==> config.mk <==
export PLATFORM = sky130hd
export DESIGN_NAME = jtldtest_verify
export DESIGN_NICKNAME = d
export VERILOG_FILES = /design/src/rtl/jtldtest_pkg.sv /design/src/rtl/jtldtest_bankstat.sv /design/src/rtl/jtldtest_verify.sv
export SDC_FILE = /design/constraint.sdc
export NUM_CORES = 1
export LEC_CHECK = 0
export CORE_AREA = 2 2 118 120
export DETAILED_ROUTE_END_ITERATION = 8
export DIE_AREA = 0 0 120 122
export GPL_ROUTABILITY_DRIVEN = 1
export PLACE_DENSITY = 0.73
export SLEW_MARGIN = 10
export SYNTH_ARGS = -nofsm -noshare
export SYNTH_HDL_FRONTEND = slang
export SYNTH_SLANG_ARGS = --single-unit
==> constraint.sdc <==
create_clock -name clk -period 4.3 [get_ports clk]
set_clock_uncertainty 0.15 [all_clocks]
set_input_delay 0.43 -clock clk [delete_from_list [all_inputs] [get_ports clk]]
set_output_delay 0.43 -clock clk [all_outputs]
set_load 0.02 [all_outputs]
==> src/rtl/jtldtest_pkg.sv <==
// Shared types and helpers for the ldtest SDRAM download verifier.
// The optional per-bank CRC (JTLDTEST_CRC_EN) uses crc16_byte below.
package jtldtest_pkg;

    typedef enum logic [1:0] {
        V_IDLE = 2'd0,
        V_REQ  = 2'd1,
        V_CMP  = 2'd2
    } vstate_t;

    localparam logic [15:0] CRC_POLY = 16'h1021;
    localparam logic [15:0] CRC_INIT = 16'hFFFF;

    function automatic logic [1:0] bank_of(input logic [24:0] addr, input int ba_aw);
        logic [24:0] sh;
        sh = addr >> ba_aw;
        return sh[1:0];
    endfunction

    // CRC-16/CCITT, MSB first, one byte per call
    function automatic logic [15:0] crc16_byte(input logic [15:0] crc, input logic [7:0] data);
        logic [15:0] c;
        c = crc ^ {data, 8'h00};
        for (int i = 0; i < 8; i++) begin
            c = c[15] ? ((c << 1) ^ CRC_POLY) : (c << 1);
        end
        return c;
    endfunction

endpackage

==> src/rtl/jtldtest_bankstat.sv <==
// Per-bank verify statistics: sticky bad flag, saturating error counter
// and, when JTLDTEST_CRC_EN is defined, a CRC over every compared read-back byte.
module jtldtest_bankstat
    import jtldtest_pkg::*;
#(
    parameter int ERRW = 8
) (
    input  logic            clk,
    input  logic            rst,
    input  logic            clr,
    input  logic            cmp,
    input  logic            miss,
`ifdef JTLDTEST_CRC_EN
    input  logic [7:0]      rb_byte,
    output logic [15:0]     crc,
`endif
    output logic            bad,
    output logic [ERRW-1:0] cnt
);

    always_ff @(posedge clk or posedge rst) begin
        if (rst) begin
            bad <= 1'b0;
            cnt <= '0;
        end else if (clr) begin
            bad <= 1'b0;
            cnt <= '0;
        end else if (cmp && miss) begin
            bad <= 1'b1;
            if (cnt != {ERRW{1'b1}}) cnt <= cnt + 1'b1;
        end
    end

`ifdef JTLDTEST_CRC_EN
    always_ff @(posedge clk or posedge rst) begin
        if (rst)      crc <= CRC_INIT;
        else if (clr) crc <= CRC_INIT;
        else if (cmp) crc <= crc16_byte(crc, rb_byte);
    end
`endif

endmodule

==> src/rtl/jtldtest_verify.sv <==
// SDRAM download verifier: alternates write and verify passes and compares each
// downloaded byte with its read-back. Optional per-bank CRC output: JTLDTEST_CRC_EN.
//
//   state  | meaning
//   V_IDLE | waiting for a verify-pass byte strobe
//   V_REQ  | read request outstanding, timeout counter running
//   V_CMP  | read-back byte registered, compare against downloaded byte
module jtldtest_verify
    import jtldtest_pkg::*;
#(
    parameter int BANKS = 4,
    parameter int BA_AW = 23,
    parameter int ERRW  = 8,
    parameter int SWAB  = 1,
    parameter int TOUT  = 255
) (
    input  logic                  clk,
    input  logic                  rst,
    input  logic                  downloading,
    input  logic [24:0]           ioctl_addr,
    input  logic [7:0]            ioctl_dout,
    input  logic                  ioctl_wr,
    output logic                  dwnld_busy,
    output logic                  phase,
    output logic                  rd_req,
    output logic [1:0]            rd_ba,
    output logic [BA_AW-2:0]      rd_addr,
    input  logic                  rd_ok,
    input  logic [15:0]           rd_data,
    output logic [BANKS-1:0]      bad,
    output logic [BANKS*ERRW-1:0] err_cnt,
    output logic                  first_bad_vld,
    output logic [24:0]           first_bad_addr,
    output logic                  overrun,
    output logic                  timeout,
`ifdef JTLDTEST_CRC_EN
    output logic [BANKS*16-1:0]   crc,
`endif
    output logic                  pass_done
);

    localparam int TW = (TOUT < 2) ? 1 : $clog2(TOUT + 1);

    vstate_t        st;
    logic           dl_q, wr_q, armed;
    logic [24:0]    la;
    logic [7:0]     ld, rb, sel;
    logic [TW-1:0]  tcnt;
    logic [1:0]     lba;
    logic           wr_rise, clr, miss;

    assign wr_rise    = ioctl_wr & ~wr_q;
    assign clr        = wr_rise & ~phase & armed;
    assign lba        = bank_of(la, BA_AW);
    assign miss       = (st == V_CMP) && (rb != ld);
    assign dwnld_busy = dl_q & ~phase;

    // byte lane: SWAB puts the even byte in the upper half of the word
    always_comb begin
        sel = rd_data[7:0];
        if (la[0] ^ (SWAB != 0)) sel = rd_data[15:8];
    end

    always_ff @(posedge clk or posedge rst) begin
        if (rst) begin
            dl_q           <= 1'b0;
            wr_q           <= 1'b0;
            phase          <= 1'b0;
            pass_done      <= 1'b0;
            armed          <= 1'b1;
            st             <= V_IDLE;
            la             <= '0;
            ld             <= '0;
            rb             <= '0;
            tcnt           <= '0;
            rd_req         <= 1'b0;
            rd_ba          <= '0;
            rd_addr        <= '0;
            first_bad_vld  <= 1'b0;
            first_bad_addr <= '0;
            overrun        <= 1'b0;
            timeout        <= 1'b0;
        end else begin
            dl_q      <= downloading;
            wr_q      <= ioctl_wr;
            pass_done <= 1'b0;

            if (dl_q && !downloading) begin
                phase     <= ~phase;
                pass_done <= phase;
                if (phase) armed <= 1'b1;
            end

            if (clr) begin
                armed          <= 1'b0;
                first_bad_vld  <= 1'b0;
                first_bad_addr <= '0;
                overrun        <= 1'b0;
                timeout        <= 1'b0;
            end

            if (wr_rise && st != V_IDLE) overrun <= 1'b1;

            case (st)
                V_IDLE: begin
                    if (wr_rise && phase) begin
                        la <= ioctl_addr;
                        ld <= ioctl_dout;
                        if (32'(bank_of(ioctl_addr, BA_AW)) < BANKS) begin
                            st      <= V_REQ;
                            rd_req  <= 1'b1;
                            rd_ba   <= bank_of(ioctl_addr, BA_AW);
                            rd_addr <= ioctl_addr[BA_AW-1:1];
                            tcnt    <= TW'(TOUT);
                        end
                    end
                end
                V_REQ: begin
                    if (rd_ok) begin
                        rb     <= sel;
                        rd_req <= 1'b0;
                        st     <= V_CMP;
                    end else if (tcnt == '0) begin
                        timeout <= 1'b1;
                        rd_req  <= 1'b0;
                        st      <= V_IDLE;
                    end else begin
                        tcnt <= tcnt - 1'b1;
                    end
                end
                V_CMP: begin
                    st <= V_IDLE;
                    if (miss && !first_bad_vld) begin
                        first_bad_vld  <= 1'b1;
                        first_bad_addr <= la;
                    end
                end
                default: st <= V_IDLE;
            endcase
        end
    end

    for (genvar n = 0; n < BANKS; n++) begin : g_bank
        logic [ERRW-1:0] cnt_n;
        jtldtest_bankstat #(.ERRW(ERRW)) u_stat (
            .clk     (clk),
            .rst     (rst),
            .clr     (clr),
            .cmp     (st == V_CMP && lba == 2'(n)),
            .miss    (miss),
`ifdef JTLDTEST_CRC_EN
            .rb_byte (rb),
            .crc     (crc[n*16 +: 16]),
`endif
            .bad     (bad[n]),
            .cnt     (cnt_n)
        );
        assign err_cnt[n*ERRW +: ERRW] = cnt_n;
    end

endmodule
==> summary.md, run 1 <==
| Metric | Value |
|---|---|
| CTS H-tree depth | `4` |
| Register area share after synthesis | `51.7%` |
| Post-route DRC violation count | `0` |
| Layout Cells excl Fill | `865` |
| Syn Area/Cell | `10.5 sq um` |
| Xor-xnor portion of the synthesized cell area | `2.24%` |
| RSZ-0062 raised after global routing | `no` |
| Fin nets | `732` |
| Met1 WL | `5710 microns` |
| Post-CTS resize count | `0` |
| Synth cell count leaders | `120 x dfrtp_1, 74 x nand2_1, 41 x mux2i_1` |
| Crit path launch type | `flop` |
| Total CTS buffers | `17` |
| Die H | `122 microns` |
| Max-slew violations | `0` |
| Crit-path slowest cell | `a21oi_1` |
| Num ports | `146` |
| FMAX | `0.334 GHz` |
| CP Cell Sequence | `nor2b_1 > nand2_1 > a21oi_1 > a21oi_1 > a31o_2` |
| Hold Fails Final Rpt | `0` |
| Clock sink count | `121` |
| ANT cells | `0` |
| Largest net degree at the start of global routing | `101` |
| Crit end category | `flop` |
| Post-DP HPWL | `9060 microns` |
| Worst Tran Pin Value | `1100 ps` |
| Maximum vdd drop | `0.359 mV` |
| CP dominant cell by count | `a21oi_1` |
| Antenna-violating nets left | `0` |
| Post-synth EDFFs | `0` |
| Reg clk slew, reported paths | `60 ps` |
| Critical path class | `flop to flop` |
| FILL cells | `1123` |
| All-Layer GR Usage | `18.8%` |
| Max incr delay on CP | `900 ps` |
| Largest family of logic cells by synthesized area | `simple AND/OR/NAND/NOR gates` |
| WL final | `13600 microns` |
| Count leader, synth | `dfrtp_1` |
| Final period util | `69.6%` |
| Initial antenna violation count | `0` |
| GRT Residual Overflow | `0` |
| Status | `finished, final reports clean` |
| Max_cap viols | `0` |
| Worst hold path type | `input pin to asynchronous set/reset pin` |
| Synth top area share | `51.3%` |
| Site Rows | `43` |
| Ranking of synthesized cells by area | `dfrtp_1 51%, mux2i_1 7.0%, mux2_2 6.3%` |
| Register bit total from synthesis | `121` |
| Post-Synth Simple-Gate Area | `15.9%` |
| Slew margin rel. | `26.8%` |
| Post-CTS Setup Inserts | `0` |
| Metal3 WL | `718 microns` |
| Complex-gate fraction of the synthesized area | `7.52%` |
| Crit path required time | `4460 ps` |
| CP Data Arrival Time | `3150 ps` |
| Initial drt markers | `343` |
| Placed cells | `833` |
| WL met2 | `6890 microns` |
| Mapped Cells | `558` |
| FFs w/ async S/R, synth | `100%` |
| Post-synthesis mux area share | `13.4%` |
| Routed vias/inst | `5.17` |
| Number of global-route vias before repair | `4275` |
| Number of port buffers | `145` |
| Pwr Density | `662 mW/mm^2` |
| First-pass GRT wire length | `21300 microns` |
| Post-synthesis adder-cell area fraction | `1.28%` |
| Fin Setup TNS | `0 ps` |
| Mapped Area | `0.00585 sq mm` |
| Distinct cells, synth | `45` |
| CP max FO | `15` |
| Core area | `0.0135 sq mm` |
| Top routing layer used | `met4` |
| Die area | `0.0146 sq mm` |
| Final setup violation count | `0` |
| Syn_nets | `618` |
| LEAKAGE | `3.64 nW` |
| Clk root buf | `clkbuf_16` |
| Initial Util | `43.4%` |
| Synth warn | `0` |
| Total number of vias | `4472` |
| DR WL/cell | `15.7 microns` |
| # hold bufs at CTS | `0` |
| Min cycle time layout | `2990 ps` |
| Clk buf depth | `2` |
| TritonCTS clock tree | `done` |
| Initial DRT Pass Iterations | `4` |
| Area delta synth->final | `34.1%` |
| Most area-hungry cell type in the Yosys netlist | `dfrtp_1` |
| Worst-Skew Late Latency | `420 ps` |
| Chip width | `120 microns` |
| Top FF cell, synth | `dfrtp_1` |
| Share of cells above drive strength 1 | `11.4%` |
| Gpl congestion | `0.817` |
cell type report:
| class | count | area [sq um] | share of cell area [%] |
|---|---|---|---|
| Sequential cell | 121 | 3030 | 38.6 |
| Timing Repair Buffer | 149 | 1490 | 19.0 |
| Inverter | 33 | 126 | 1.61 |
| Clock inverter | 13 | 151 | 1.93 |
| Multi-Input combinational cell | 350 | 2370 | 30.2 |
| Tap cell | 180 | 225 | 2.87 |
| Clock buffer | 19 | 453 | 5.77 |
critical path, delay by kind of cell (launching register included):
family	cells	cell delay, ps
compound gates	3	1380
flops	1	410
simple gates	2	940
layer usage:
metal | GRT usage [%] | up-vias
met5 | 0 | -
met4 | 8.38 | 0
met3 | 5.34 | 22
met2 | 30.7 | 122
li1 | - | 2137
met1 | 23.4 | 2191
sequential cells by signal, indices dropped and copies added, names as in the netlist, 2 cells and up:
signal and count:
first_bad_addr 25, g_bank.u_stat.bad 4, g_bank.u_stat.cnt 32, la 2, ld 8, rb 8, rd_addr 21, rd_ba 2
st 2, tcnt 8
metrics by stage:
step	worst slack, ps	power, mW	instance area [sq um]	util [%]	hold slack (ps)
after floorplan	507	3.09	5850	-	311
after global placement	1310	3.71	7240	53.6	332
after detailed placement	1250	3.77	7240	53.6	341
after CTS	1360	5.24	7850	58.1	174
after global routing	1230	5.48	7850	58.1	195
final	1310	5.19	7850	58.1	173
layout by cell type, fill, tap and decap left out, drive strengths merged, types with 5 or more instances in the layout:
| master | n |
|---|---|
| clkdlybuf4s50 | 145 |
| dfrtp | 120 |
| nand2 | 74 |
| mux2i | 41 |
| mux2 | 33 |
| inv | 33 |
| nor2 | 22 |
| o21ai | 21 |
| clkbuf | 19 |
| nand3 | 16 |
| a21oi | 15 |
| nand4 | 13 |
| nand2b | 12 |
| xor2 | 11 |
| or3 | 10 |
| or4 | 7 |
| clkinv | 7 |
| and3 | 6 |
| a31oi | 6 |
| ha | 6 |
| nor2b | 5 |
| nor4 | 5 |
| o211ai | 5 |
| o31ai | 5 |
final timing paths:
check	start	to	slack [ps]	cells past startpoint
min in group clk	downloading	dl_q	320	1
min reg2reg	rb[4]	rb[4]	350	2
max reg2reg	st[1]	g_bank[1].u_stat.cnt[0]	1310	5
max	st[1]	g_bank[1].u_stat.cnt[0]	1310	5
max in group asynchronous	rst	ld[3]	3020	3
min	rst	g_bank[0].u_stat.cnt[6]	170	2
power breakdown:
group | switching [mW] | leakage, nW | internal, mW
Clock | 0.513 | 0.294 | 0.934
Combinational | 0.946 | 1.81 | 0.914
Sequential | 0.359 | 1.53 | 1.53
Total | 1.82 | 3.64 | 3.38
logic make-up after synthesis:
logic type | count (synthesis)
multiplexers | 74
XOR/XNOR | 15
flip-flops | 121
AO/OA/AOI/OAI | 68
AND/OR/NAND/NOR | 187
adder cells (fa/ha/maj) | 6
buffers and inverters | 87
Power figures use the tool's default switching activity.
==> run 2: changes to the inputs <==
PLACE_DENSITY = 0.75   (was 0.73)
clock period = 2.69 ns   (was 4.3 ns; I/O delays follow)
==> run 2 against run 1 <==
Net effect:
- cell area increased by 1.7%
- worst setup slack lost 1100 ps
- wire length grew 3.1%
- critical endpoint is now g_bank[1].u_stat.cnt[2]
- count of clock-buffer cells in the layout grew 6
- combinational power increased by 62%
- via count is 1.8% higher
==> summary.md, run 2 (same netlist as run 1, synthesis figures left out) <==
| Metric | Value |
|---|---|
| Num ports | `146 (unchanged)` |
| Tot Pwr | `8.38 mW (was 5.19 mW)` |
| Clk root buf | `clkbuf_16 (unchanged)` |
| Routed vias/inst | `5.21 (was 5.17)` |
| WL final | `14000 microns (was 13600 microns)` |
| GRT Residual Overflow | `0 (unchanged)` |
| Int Power | `5.47 mW (was 3.38 mW)` |
| Crit path required time | `2840 ps (was 4460 ps)` |
| Site Rows | `43 (unchanged)` |
| Chip width | `120 microns (unchanged)` |
| Number of global-route vias before repair | `4678 (was 4275)` |
| Dpl cell area | `0.00737 sq mm (was 0.00724 sq mm)` |
| Initial drt markers | `322 (was 343)` |
| Area delta synth->final | `36.3% (was 34.1%)` |
| CP max FO | `15 (unchanged)` |
| DR WL/cell | `16.0 microns (was 15.7 microns)` |
| Flop pwr share | `36.3% (about the same)` |
| Die H | `122 microns (unchanged)` |
| Worst-Skew Late Latency | `420 ps (about the same)` |
| Crit end category | `flop (unchanged)` |
| Final period util | `91.6% (was 69.6%)` |
| Fin area | `0.00798 sq mm (was 0.00785 sq mm)` |
| Max_cap viols | `0 (unchanged)` |
| Biggest regs | `g_bank.u_stat.cnt (32), first_bad_addr (25), rd_addr (21) (unchanged)` |
| Fin Setup TNS | `0 ps (unchanged)` |
| Post-CTS Setup Inserts | `0 (unchanged)` |
| Post-CTS resize count | `0 (unchanged)` |
| Register area | `0.00303 sq mm (unchanged)` |
| Met1 GRT Util | `23.9% (was 23.4%)` |
| Crit-path slowest cell | `a21oi_1 (unchanged)` |
| Worst hold path type | `input pin to asynchronous set/reset pin (unchanged)` |
| Antenna-violating nets left | `0 (unchanged)` |
| Number of port buffers | `145 (unchanged)` |
| P_sw | `2.90 mW (was 1.82 mW)` |
| FILL cells | `1100 (was 1123)` |
| Reg clk slew, reported paths | `50 ps (was 60 ps)` |
| Most frequent cells in the layout | `145 x clkdlybuf4s50_1, 120 x dfrtp_1, 74 x nand2_1 (unchanged)` |
| Clk buf depth | `2 (unchanged)` |
| Sw frac | `34.6% (was 35.0%)` |
| Critical path class | `flop to flop (unchanged)` |
| Comb pwr share | `36.1% (was 35.8%)` |
| Worst Tran Pin Value | `1200 ps (was 1100 ps)` |
| All-Layer GR Usage | `19.9% (was 18.8%)` |
| Met2 usage | `33.2% (was 30.7%)` |
| TritonCTS clock tree | `done (unchanged)` |
| Total number of vias | `4553 (was 4472)` |
| LEAKAGE | `3.70 nW (was 3.64 nW)` |
| Maximum vdd drop | `0.706 mV (was 0.359 mV)` |
| Reg2reg end | `g_bank[1].u_stat.cnt[2] (was g_bank[1].u_stat.cnt[0])` |
| Worst setup slack after layout | `226 ps (was 1310 ps)` |
| Min cycle time layout | `2460 ps (was 2990 ps)` |
| Pwr Density | `1050 mW/mm^2 (was 662 mW/mm^2)` |
| Hold Fails Final Rpt | `0 (unchanged)` |
| FMAX | `0.406 GHz (was 0.334 GHz)` |
| Multi-input logic area | `0.00237 sq mm (unchanged)` |
| Most flop-heavy register | `g_bank.u_stat.cnt (unchanged)` |
| Initial Util | `43.4% (unchanged)` |
| RSZ-0062 raised after global routing | `no (unchanged)` |
| Pre-CTS WS | `241 ps (was 1250 ps)` |
| Core area | `0.0135 sq mm (unchanged)` |
| Post-route DRC violation count | `0 (unchanged)` |
| Clock sink count | `121 (unchanged)` |
| Share of cells above drive strength 1 | `12.4% (was 11.4%)` |
| Clock share of power | `27.6% (was 27.9%)` |
| Fin nets | `742 (was 732)` |
| Top Usage Layer GRT | `met2 (unchanged)` |
| Post-DP HPWL | `9840 microns (was 9060 microns)` |
| Total CTS buffers | `17 (unchanged)` |
| Max-slew violations | `0 (unchanged)` |
| Most common cell after layout, fill and taps aside | `clkdlybuf4s50_1 (unchanged)` |
| First-pass GRT wire length | `22800 microns (was 21300 microns)` |
| Reg2reg start | `rd_ba[0] (was st[1])` |
| Crit path launch type | `flop (unchanged)` |
| Reg2Reg Depth | `4 (was 5)` |
| Status | `finished, final reports clean (unchanged)` |
| Initial antenna violation count | `0 (unchanged)` |
| Initial DRT Pass Iterations | `5 (was 4)` |
| Die area | `0.0146 sq mm (unchanged)` |
| Max incr delay on CP | `960 ps (was 900 ps)` |
| M3 GR Usage | `6.51% (was 5.34%)` |
| Final setup violation count | `0 (unchanged)` |
| Largest net degree at the start of global routing | `54 (was 101)` |
| Gpl congestion | `0.836 (was 0.817)` |
| # hold bufs at CTS | `0 (unchanged)` |
| Max reg flops | `32 (unchanged)` |
| ANT cells | `0 (unchanged)` |
| Worst reg2reg setup slack | `230 ps (was 1310 ps)` |
| CP Cell Sequence | `nand2_1 > a21oi_1 > a31oi_1 > a41o_1 (was nor2b_1 > nand2_1 > a21oi_1 > a21oi_1 > a31o_2)` |
| Slew margin rel. | `20.1% (was 26.8%)` |
| CP Data Arrival Time | `2620 ps (was 3150 ps)` |
| CTS H-tree depth | `4 (unchanged)` |
run 2: how the worst max path moves through the flow:
stage / from / to / cells after the start / slack [ps]
5_1_grt: rd_ba[0] / g_bank[1].u_stat.cnt[2] / 4 / 40
3_3_place_gp: ioctl_wr / g_bank[2].u_stat.cnt[3] / 6 / 310
6_report: rd_ba[0] / g_bank[1].u_stat.cnt[2] / 4 / 230
3_5_place_dp: ioctl_wr / g_bank[2].u_stat.cnt[3] / 6 / 240
2_1_floorplan: tcnt[0] / tcnt[4] / 7 / 630
4_1_cts: rb[5] / g_bank[1].u_stat.cnt[5] / 5 / 290
run 2: power by group through the flow:
stage               clock network [mW]  registers (mW)  logic, mW
finish                            2.31            3.04       3.02
global route                      2.43            3.12       3.29
CTS                               2.35            3.03       3.06
detailed placement                   0            3.05       3.04
global placement                     0            3.01       2.97
floorplan                            0            3.13       1.81
run 2: cell type report:
type | count | area share, %
flip-flops and latches | 121 | 38.0
repair buffers | 159 | 20.3
clock inverters | 6 | 1.07
multi-input cells | 350 | 29.7
clock buffers | 25 | 6.58
inverters | 33 | 1.60
well taps | 180 | 2.82
run 2: per-stage QoR:
| step | hold WS [ps] | util, % | std cells |
|---|---|---|---|
| detailed placement | 329 | 54.6 | 843 |
| global placement | 329 | 54.6 | 843 |
| finish | 135 | 59.1 | 874 |
| global route | 162 | 59.1 | 874 |
| floorplan | 150 | - | 558 |
| CTS | 151 | 59.1 | 874 |
run 2: worst max-delay path: cells and delay by family (launching register included):
kind             cells  cell delay, ps
AO/OA/AOI/OAI        3            1400
AND/OR/NAND/NOR      1             220
flip-flops           1             590
run 2: layer usage:
| metal | share of wire, % | wire length, microns | vias to the layer above |
|---|---|---|---|
| met2 | 50 | 7010 | 162 |
| met1 | 42 | 5850 | 2217 |
| met3 | 6.2 | 864 | 22 |
| met4 | 1.9 | 260 | 0 |
| li1 | - | - | 2152 |
| met5 | 0 | 0 | - |
